--- src/rtl/fpnew_divsqrt_multi_dispatch_if.sv ---
// Issue/retire handshake bundle between the FPU opgroup and the div/sqrt
// dispatcher.
interface fpnew_divsqrt_multi_dispatch_if #(
  parameter int unsigned WIDTH    = 64,
  parameter int unsigned TagWidth = 4
);
  logic                in_valid_i;
  logic                in_ready_o;
  logic [TagWidth-1:0] in_tag_i;
  logic                in_mask_i;
  logic                out_valid_o;
  logic                out_ready_i;
  logic [WIDTH-1:0]    result_o;
  logic [4:0]          status_o;
  logic [TagWidth-1:0] tag_o;
  logic                mask_o;

  modport master (
    output in_valid_i, in_tag_i, in_mask_i, out_ready_i,
    input  in_ready_o, out_valid_o, result_o, status_o, tag_o, mask_o
  );

  modport slave (
    input  in_valid_i, in_tag_i, in_mask_i, out_ready_i,
    output in_ready_o, out_valid_o, result_o, status_o, tag_o, mask_o
  );
endinterface

--- src/rtl/fpnew_divsqrt_multi_dispatch.sv ---
// Round-robin dispatcher over NumUnits iterative div/sqrt units, retiring in
// issue order. FPNEW_DIVSQRT_DISPATCH_BYPASS_EN enables same-cycle retire.
module fpnew_divsqrt_multi_dispatch #(
  parameter int unsigned NumUnits = 2,
  parameter int unsigned WIDTH    = 64,
  parameter int unsigned TagWidth = 4
) (
  input  logic                               clk_i,
  input  logic                               rst_ni,
  fpnew_divsqrt_multi_dispatch_if.slave      bus,
  output logic [NumUnits-1:0]                unit_start_o,
  input  logic [NumUnits-1:0]                unit_ready_i,
  input  logic [NumUnits-1:0]                unit_done_i,
  input  logic [NumUnits-1:0][WIDTH-1:0]     unit_result_i,
  input  logic [NumUnits-1:0][4:0]           unit_status_i,
  output logic                               unit_flush_o,
  input  logic                               flush_i,
  output logic                               busy_o,
  output logic                               err_spurious_o
);

  localparam int unsigned PtrW = (NumUnits > 1) ? $clog2(NumUnits) : 1;

  typedef logic [PtrW-1:0] ptr_t;
  typedef enum logic [1:0] {IDLE, BUSY, DONE} slot_e;

  slot_e               state_q [NumUnits];
  slot_e               state_d [NumUnits];
  logic [TagWidth-1:0] tag_q   [NumUnits];
  logic                mask_q  [NumUnits];
  logic [WIDTH-1:0]    res_q   [NumUnits];
  logic [4:0]          st_q    [NumUnits];

  ptr_t issue_q, issue_d;
  ptr_t ret_q, ret_d;
  logic spur_q, spur_d;

  logic in_ready, accept;
  logic out_valid, retire, byp;

  function automatic ptr_t wrap_inc(ptr_t p);
    return (p == ptr_t'(NumUnits - 1)) ? '0 : p + ptr_t'(1);
  endfunction

  always_comb begin
    in_ready = (state_q[issue_q] == IDLE)
             & unit_ready_i[issue_q] & ~flush_i;
    accept   = bus.in_valid_i & in_ready;
    unit_start_o = '0;
    if (accept) unit_start_o[issue_q] = 1'b1;
`ifdef FPNEW_DIVSQRT_DISPATCH_BYPASS_EN
    byp = (state_q[ret_q] == BUSY)
        & unit_done_i[ret_q] & ~flush_i;
`else
    byp = 1'b0;
`endif
    out_valid = ~flush_i & ((state_q[ret_q] == DONE) | byp);
    retire    = out_valid & bus.out_ready_i;
  end

  always_comb begin
    bus.result_o = '0;
    bus.status_o = '0;
    bus.tag_o    = '0;
    bus.mask_o   = 1'b0;
    if (out_valid) begin
      bus.tag_o    = tag_q[ret_q];
      bus.mask_o   = mask_q[ret_q];
      bus.result_o = byp ? unit_result_i[ret_q] : res_q[ret_q];
      bus.status_o = byp ? unit_status_i[ret_q] : st_q[ret_q];
    end
  end

  assign bus.in_ready_o  = in_ready;
  assign bus.out_valid_o = out_valid;
  assign unit_flush_o    = flush_i;
  assign err_spurious_o  = spur_q;

  always_comb begin
    issue_d = issue_q;
    ret_d   = ret_q;
    spur_d  = spur_q;
    busy_o  = 1'b0;
    for (int k = 0; k < NumUnits; k++) begin
      state_d[k] = state_q[k];
      busy_o     = busy_o | (state_q[k] != IDLE);
      if (unit_done_i[k] && !flush_i) begin
        if (state_q[k] == BUSY) state_d[k] = DONE;
        else                    spur_d     = 1'b1;
      end
      if (accept && issue_q == ptr_t'(k)) state_d[k] = BUSY;
      // a bypassed retire overrides the DONE set above
      if (retire && ret_q == ptr_t'(k)) state_d[k] = IDLE;
    end
    if (accept) issue_d = wrap_inc(issue_q);
    if (retire) ret_d   = wrap_inc(ret_q);
    if (flush_i) begin
      for (int k = 0; k < NumUnits; k++) state_d[k] = IDLE;
      issue_d = '0;
      ret_d   = '0;
    end
  end

  always_ff @(posedge clk_i) begin
    if (!rst_ni) begin
      for (int k = 0; k < NumUnits; k++) state_q[k] <= IDLE;
      issue_q <= '0;
      ret_q   <= '0;
      spur_q  <= 1'b0;
    end else begin
      for (int k = 0; k < NumUnits; k++) state_q[k] <= state_d[k];
      issue_q <= issue_d;
      ret_q   <= ret_d;
      spur_q  <= spur_d;
    end
  end

  // payload is only observed through a valid slot, so it needs no reset
  always_ff @(posedge clk_i) begin
    for (int k = 0; k < NumUnits; k++) begin
      if (accept && issue_q == ptr_t'(k)) begin
        tag_q[k]  <= bus.in_tag_i;
        mask_q[k] <= bus.in_mask_i;
      end
      if (unit_done_i[k] && !flush_i && state_q[k] == BUSY) begin
        res_q[k] <= unit_result_i[k];
        st_q[k]  <= unit_status_i[k];
      end
    end
  end

endmodule

--- src/flat_wrapper.sv ---
// flat-port wrapper written by rule: the top's interface ports become plain ports
module fpnew_divsqrt_multi_dispatch_flat 
#(
  parameter int unsigned NumUnits = 2,
  parameter int unsigned WIDTH    = 64,
  parameter int unsigned TagWidth = 4
)
  (clk_i, rst_ni, unit_start_o, unit_ready_i, unit_done_i, unit_result_i, unit_status_i, unit_flush_o, flush_i, busy_o, err_spurious_o, bus_in_valid_i, bus_in_tag_i, bus_in_mask_i, bus_out_ready_i, bus_in_ready_o, bus_out_valid_o, bus_result_o, bus_status_o, bus_tag_o, bus_mask_o);
  fpnew_divsqrt_multi_dispatch_if #(.WIDTH(WIDTH), .TagWidth(TagWidth)) bus_i ();
  input  logic clk_i;
  input  logic rst_ni;
  output logic [NumUnits-1:0] unit_start_o;
  input  logic [NumUnits-1:0] unit_ready_i;
  input  logic [NumUnits-1:0] unit_done_i;
  input  logic [NumUnits-1:0][WIDTH-1:0] unit_result_i;
  input  logic [NumUnits-1:0][4:0] unit_status_i;
  output logic unit_flush_o;
  input  logic flush_i;
  output logic busy_o;
  output logic err_spurious_o;
  input wire logic [$bits(bus_i.in_valid_i)-1:0] bus_in_valid_i;
  input wire logic [$bits(bus_i.in_tag_i)-1:0] bus_in_tag_i;
  input wire logic [$bits(bus_i.in_mask_i)-1:0] bus_in_mask_i;
  input wire logic [$bits(bus_i.out_ready_i)-1:0] bus_out_ready_i;
  output wire logic [$bits(bus_i.in_ready_o)-1:0] bus_in_ready_o;
  output wire logic [$bits(bus_i.out_valid_o)-1:0] bus_out_valid_o;
  output wire logic [$bits(bus_i.result_o)-1:0] bus_result_o;
  output wire logic [$bits(bus_i.status_o)-1:0] bus_status_o;
  output wire logic [$bits(bus_i.tag_o)-1:0] bus_tag_o;
  output wire logic [$bits(bus_i.mask_o)-1:0] bus_mask_o;
  assign bus_i.in_valid_i = bus_in_valid_i;
  assign bus_i.in_tag_i = bus_in_tag_i;
  assign bus_i.in_mask_i = bus_in_mask_i;
  assign bus_i.out_ready_i = bus_out_ready_i;
  assign bus_in_ready_o = bus_i.in_ready_o;
  assign bus_out_valid_o = bus_i.out_valid_o;
  assign bus_result_o = bus_i.result_o;
  assign bus_status_o = bus_i.status_o;
  assign bus_tag_o = bus_i.tag_o;
  assign bus_mask_o = bus_i.mask_o;
  fpnew_divsqrt_multi_dispatch #(.NumUnits(NumUnits), .WIDTH(WIDTH), .TagWidth(TagWidth)) u_core (.clk_i(clk_i), .rst_ni(rst_ni), .bus(bus_i), .unit_start_o(unit_start_o), .unit_ready_i(unit_ready_i), .unit_done_i(unit_done_i), .unit_result_i(unit_result_i), .unit_status_i(unit_status_i), .unit_flush_o(unit_flush_o), .flush_i(flush_i), .busy_o(busy_o), .err_spurious_o(err_spurious_o));
endmodule
--- config.mk ---
export PLATFORM = sky130hd
export DESIGN_NAME = fpnew_divsqrt_multi_dispatch_flat
export DESIGN_NICKNAME = d
export VERILOG_FILES = /design/src/rtl/fpnew_divsqrt_multi_dispatch_if.sv /design/src/rtl/fpnew_divsqrt_multi_dispatch.sv /design/src/flat_wrapper.sv
export SDC_FILE = /design/constraint.sdc
export NUM_CORES = 1
export LEC_CHECK = 0
export ABC_AREA = 1
export BUFFER_PORTS_ARGS = -buffer_cell sky130_fd_sc_hd__buf_4
export CAP_MARGIN = 20
export CORE_AREA = 2 2 195 101
export DETAILED_ROUTE_END_ITERATION = 7
export DIE_AREA = 0 0 197 103
export GPL_TIMING_DRIVEN = 0
export PLACE_DENSITY = 0.61
export SETUP_SLACK_MARGIN = 0.2
export SLEW_MARGIN = 0
export SYNTH_ARGS = -nofsm -noshare
export SYNTH_HDL_FRONTEND = slang
export SYNTH_SLANG_ARGS = --single-unit
--- constraint.sdc ---
create_clock -name clk_i -period 7.8 [get_ports clk_i]
set_clock_uncertainty 0.2 [all_clocks]
set_input_delay 2.34 -clock clk_i [delete_from_list [all_inputs] [get_ports clk_i]]
set_output_delay 2.34 -clock clk_i [all_outputs]
set_load 0.03 [all_outputs]
==> out/qor.csv, run 1 <==
stage,metric,value,unit
place,numPlacedInstances,967,
routing,drc_errors,0,
worst_setup_path,crit_chain,"buf_4, inv_2, nand2_1, nor2_1, nand3_1, inv_1, ha_1, buf_4",
pwr,p_leak,0.00364,uW
worst_setup_path,crit_family,buffers and inverters,
grt,grt_usage,16.9,%
cells_and_area,nets,895,
pwr,powerDensity,199,nW/um2
cells_and_area,multi_input_area,1410,um2
sta,hold_violations,0,
worst_setup_path,cp_max_fo,8,
sta,worstMarginPinSlew,979,ps
place,hpwl,12700,um
logic_synthesis,synth_warnings,0,
routing,drt-initial-drc-count,158,
logic_synthesis,ys_types,18,
cells_and_area,fin_cells,999,
worst_setup_path,start_kind,input port,
cts,path_clk_slew,60,ps
routing,totalWireLength,17200,um
cells_and_area,final_common_cell,buf_4,
pwr,irDropWorstVdd,0.151,mV
logic_synthesis,ys_seq_elements,157,
worst_hold_path,hold_start,u_core.err_spurious_o,
sta,period_share,78.3,%
die,row_count,36,
cells_and_area,nFillCells,1691,
cts,hold_buffers,0,
cells_and_area,antenna_cells,0,
cts,post_cts_resized,0,
cts,cts_tree,built,
worst_setup_path,crit_slowest_cell,ha_1,
cts,clock-sinks,157,
die,die_h,103,um
sta,rsz0062_at_grt,false,
worst_setup_path,crit_top_cell,buf_4,
die,dieArea,20300,um2
routing,drtAntennaViolNets,0,
grt,grt_pass1_wl,24900,um
worst_setup_path,crit_path_max_incr_delay,400,ps
worst_hold_path,hold_path_class,register to register,
cells_and_area,seqCellArea,4620,um2
grt,grt_max_degree,20,
routing,drt_first_pass_iters,4,
place,gp_congestion,0.847,
worst_setup_path,critPathBufInv,4,
worst_setup_path,arrival,3560,ps
status,outcome,completed,
grt,grt_pass1_vias,4521,
cells_and_area,final_cell_mix,"buf_4, nand2_1, edfxtp_1, a21oi_2, a21oi_1",
cts,insertion_delay,420,ps
grt,grt_antenna_before_repair,0,
cells_and_area,layout-drive-gt1-share,44.1,%
cts,post-cts-setup-buffers,0,
sta,whs,289,ps
worst_setup_path,r2r-start,u_core.state_q[0][0],
cts,htreeDepth,4,
routing,routedWlPerCell,17.2,um
sta,final.setup.tns,0,ps
die,boundaryPins,233,
die,fp.dieW,197,um
cells_and_area,syn_to_final_growth,45.5,%
worst_setup_path,end_kind,primary output,
worst_setup_path,critPathLaunch,flush_i,
cts,cts_made_buffers,17,
cts,cts-root-buf,clkbuf_16,
cts,clockBufferDepth,2,
sta,fin_crit,6100,ps
routing,num_vias,4504,
sta,setup_viol,0,
logic_synthesis,syn_nets,636,
die,core,18800,um2
logic_synthesis,syn_area_per_cell,13.0,um2
sta,drv_slew,0,
place,portBuffers,232,
sta,fmax,164,MHz
run,drv_cap,0,
logic_synthesis,syn_area,6230,um2
logic_synthesis,seq_area_frac_synth,74.2,%
worst_setup_path,cp.required,5260,ps
logic_synthesis,netlist_instances,480,
worst_setup_path,crit_type,input port to primary output,
sta,slew_headroom,34.5,%
die,initial_core_util,33.1,%
grt,grt_remaining_overflow,0,
routing,viasPerCell,4.51,
## kinds of logic after synthesis
group / after synthesis / synth area share, %
buf+inv: 43 / 3.53
compound gates: 79 / 9.33
flops: 157 / 74.2
simple gates: 197 / 12.2
fa+ha+maj: 4 / 0.803
## per-layer routing
metal  track usage [%]  share of wire, %  vias to the layer above
li1                  -                 -                     2183
met1              22.3                45                     2117
met2              26.0                44                      190
met3              6.64                10                       14
met4              5.21               1.0                        0
met5                 0                 0                        -
## path summary, 6_finish.rpt
kind                                 to  slack (ps)  cells after the start
setup / recovery        unit_start_o[1]        1700                      8
hold reg to reg   u_core.err_spurious_o         290                      2
setup reg to reg    u_core.res_q[0][13]        5410                      5
hold / removal    u_core.err_spurious_o         290                      2
## power breakdown
| group | leakage, uW | switching, uW | total (uW) | internal (uW) |
|---|---|---|---|---|
| Combinational | 0.00196 | 25.7 | 79.6 | 53.8 |
| Sequential | 0.00140 | 1.45 | 927 | 925 |
| Clock | 0.000273 | 329 | 796 | 466 |
## cell usage after synthesis (all sizes together)
cell    number  share of area [%]
buf         11                1.6
nor2        18                1.1
a21oi       75                9.0
ha           4               0.80
nand3        7               0.56
or2          2               0.20
o31ai        1               0.12
nand2      166                 10
clkbuf      14               0.84
inv         18                1.1
edfxtp     148                 71
dfxtp        9                2.9
nor3         4               0.32
o21ai        3               0.24
## state kept, by name (all words and copies together), names as in the netlist, named ones only
signal and cells:
u_core.err_spurious_o 1, u_core.ret_q 1, u_core.state_q 4, u_core.mask_q 2, u_core.issue_q 1, u_core.res_q 128, u_core.st_q 10, u_core.tag_q 8
## final cells by class
cell class / instances / area share [%]
plain buffers: 25 / 1.68
flip-flops and latches: 157 / 51.0
well taps: 247 / 3.41
clock inverters: 13 / 1.38
inverters: 18 / 0.745
multi-input cells: 280 / 15.6
clock buffers: 19 / 4.77
repair buffers: 240 / 21.5
## stage by stage
| stage | instance area [um2] | setup WS, ps | power [uW] | utilization (%) |
|---|---|---|---|---|
| 6_report | 9070 | 1700 | 1800 | 48.2 |
| 2_1_floorplan | 6240 | 1920 | 958 | - |
| 3_3_place_gp | 8300 | 83.9 | 1020 | 44.1 |
| 3_5_place_dp | 8520 | 1710 | 1020 | 45.2 |
| 4_1_cts | 9070 | 1710 | 1820 | 48.2 |
| 5_1_grt | 9070 | 1560 | 1860 | 48.2 |
## worst register-to-register path: cells and delay by family, from the launching register on
family	cells	cell delay (ps)
simple gates	1	810
buf+inv	4	710
flops	1	380
Power figures use the tool's default switching activity.
==> inputs of run 2 (changes only) <==
--- a/config.mk
+++ b/config.mk
@@ -12,7 +12,7 @@
 export DETAILED_ROUTE_END_ITERATION = 7
 export DIE_AREA = 0 0 197 103
 export GPL_TIMING_DRIVEN = 0
-export PLACE_DENSITY = 0.61
+export PLACE_DENSITY = 0.59
 export SETUP_SLACK_MARGIN = 0.2
 export SLEW_MARGIN = 0
 export SYNTH_ARGS = -nofsm -noshare
==> constraint.sdc (replaced) <==
create_clock -name clk_i -period 6.15 [get_ports clk_i]
set_clock_uncertainty 0.2 [all_clocks]
set_input_delay 1.845 -clock clk_i [delete_from_list [all_inputs] [get_ports clk_i]]
set_output_delay 1.845 -clock clk_i [all_outputs]
set_load 0.03 [all_outputs]
==> run 2 against run 1 <==
Effect of this change:
- global-route usage rose by 0.43 points
- power grew 31%
- sequential share of layout area decreased by 0.13 points
- wire length is 0.70% higher
- utilization rose by 0.12 points
- register-to-register slack lost 1500 ps
- final cell count stayed put
- critical endpoint unchanged
- die area unchanged
- critical path depth stayed put
- largest power group unchanged
- hold slack barely moved
- setup slack worse by 680 ps
==> out/qor.csv, run 2 (synthesis results as in run 1) <==
stage,metric,value,unit,change
status,outcome,completed,,
worst_setup_path,reg2reg_depth,4,,-1
cells_and_area,nFillCells,1709,,+1.1%
sta,rsz0062_at_grt,false,,
routing,drtAntennaViolNets,0,,unchanged
cells_and_area,biggestRegsByFlops,"u_core.res_q (128), u_core.st_q (10), u_core.tag_q (8)",,
die,row_count,36,,unchanged
cells_and_area,syn_to_final_growth,45.9,%,
cells_and_area,largest_reg_flops,128,,unchanged
die,initial_core_util,33.1,%,unchanged
die,boundaryPins,233,,unchanged
worst_setup_path,rrSetupSlack,3920,ps,-1490 ps
cts,cts_made_buffers,17,,unchanged
sta,slew_headroom,41.5,%,+7.0 points
sta,setup_viol,0,,unchanged
grt,grt_remaining_overflow,0,,unchanged
cells_and_area,antenna_cells,0,,unchanged
worst_setup_path,cp_max_fo,8,,unchanged
sta,fmax,195,MHz,
worst_setup_path,end_kind,primary output,,
cts,post_cts_resized,0,,unchanged
cells_and_area,final_cell_mix,"buf_4, nand2_1, edfxtp_1, a21oi_2, a21oi_1",,
worst_setup_path,r2r-start,u_core.state_q[0][0],,
routing,num_vias,4519,,+0.33%
worst_hold_path,holdPathStages,2,,unchanged
worst_setup_path,arrival,3080,ps,-480 ps
sta,worstMarginPinSlew,874,ps,-105 ps
run,drv_cap,0,,unchanged
cts,hold_buffers,0,,unchanged
cells_and_area,final_common_cell,buf_4,,
worst_setup_path,crit_type,input port to primary output,,
routing,viasPerCell,4.52,,+0.33%
pwr,p_leak,0.00365,uW,+0.39%
routing,routedWlPerCell,17.3,um,+0.70%
worst_hold_path,hold_path_class,register to register,,
sta,final.setup.tns,0,ps,unchanged
place,gp_congestion,0.808,,-4.6%
pwr,irDropWorstVdd,0.158,mV,+4.7%
worst_hold_path,worstHoldEndpoint,u_core.err_spurious_o,,
sta,drv_slew,0,,unchanged
cts,post-cts-setup-buffers,0,,unchanged
grt,grt_max_degree,21,,+5.0%
grt,grt_usage,17.4,%,+0.43 points
routing,totalWireLength,17300,um,+0.70%
pwr,powerDensity,260,nW/um2,+31%
worst_setup_path,start_kind,input port,,
cts,clock-sinks,157,,unchanged
worst_hold_path,hold_start,u_core.err_spurious_o,,
worst_setup_path,reg2reg_to,u_core.res_q[0][23],,
cts,cts-root-buf,clkbuf_16,,
sta,period_share,83.4,%,
worst_setup_path,cp.required,4110,ps,-1150 ps
routing,drt_first_pass_iters,4,,unchanged
place,hpwl,12800,um,+0.46%
cts,path_clk_slew,60,ps,about the same
cells_and_area,layout-drive-gt1-share,44.3,%,+0.13 points
cells_and_area,final_core_util,48.3,%,+0.12 points
cells_and_area,top_register,u_core.res_q,,
die,core,18800,um2,unchanged
die,dieArea,20300,um2,unchanged
grt,grt_antenna_before_repair,0,,unchanged
cells_and_area,nets,895,,unchanged
cts,clockBufferDepth,2,,unchanged
routing,drc_errors,0,,unchanged
cts,insertion_delay,420,ps,about the same
place,portBuffers,232,,unchanged
grt,grt_pass1_vias,4591,,+1.5%
routing,drt-initial-drc-count,129,,-18%
cts,cts_tree,built,,
die,fp.dieW,197,um,unchanged
cts,htreeDepth,4,,unchanged
sta,fin_crit,5130,ps,
sta,hold_violations,0,,unchanged
grt,grt_pass1_wl,25500,um,+2.1%
die,die_h,103,um,unchanged
==> run 2: stage by stage <==
step	worst slack (ps)	cells	hold slack (ps)	power [uW]	instance area [um2]
after CTS	1020	999	286	2390	9100
final	1020	999	289	2370	9100
after global placement	-1260	959	267	1290	8300
after floorplan	761	480	322	1220	6240
after detailed placement	1020	967	270	1300	8490
after global routing	898	999	302	2440	9100
==> run 2: worst max-delay path by stage <==
stage / start / endpoint / slack [ps] / cells after the start
after detailed placement: flush_i / unit_start_o[0] / 1020 / 8
after CTS: flush_i / unit_start_o[0] / 1020 / 8
final: flush_i / unit_start_o[1] / 1020 / 8
after global routing: flush_i / unit_start_o[0] / 900 / 8
after floorplan: flush_i / u_core.res_q[1][0] / 760 / 3
after global placement: flush_i / u_core.res_q[0][20] / -1260 / 4
==> run 2: layout make-up <==
class                   instances  area (um2)  share of cell area (%)
flip-flops and latches        157        4620                    50.8
repair buffers                240        1920                    21.2
multi-input cells             280        1410                    15.5
clock buffers                  19         433                    4.76
well taps                     247         309                    3.40
clock inverters                13         173                    1.90
plain buffers                  25         153                    1.68
inverters                      18        67.6                   0.743
==> run 2: power breakdown <==
group,internal (uW),switching (uW)
sequential,1170,1.77
combinational,68.2,32.9
clock,675,415
total,1920,449
==> run 2: critical path, stage by stage <==
cell,delay (ps)
buf_4,120
inv_2,110
nand2_1,70
nor2_1,90
nand3_1,100
inv_1,100
ha_1,410
buf_4,240
==> run 2: routing by layer <==
| metal | GRT usage (%) | wire length (um) | vias up |
|---|---|---|---|
| li1 | - | - | 2180 |
| met1 | 23.5 | 8080 | 2140 |
| met2 | 24.8 | 7240 | 177 |
| met3 | 7.26 | 1680 | 22 |
| met4 | 6.71 | 297 | 0 |
| met5 | 0 | 0 | - |
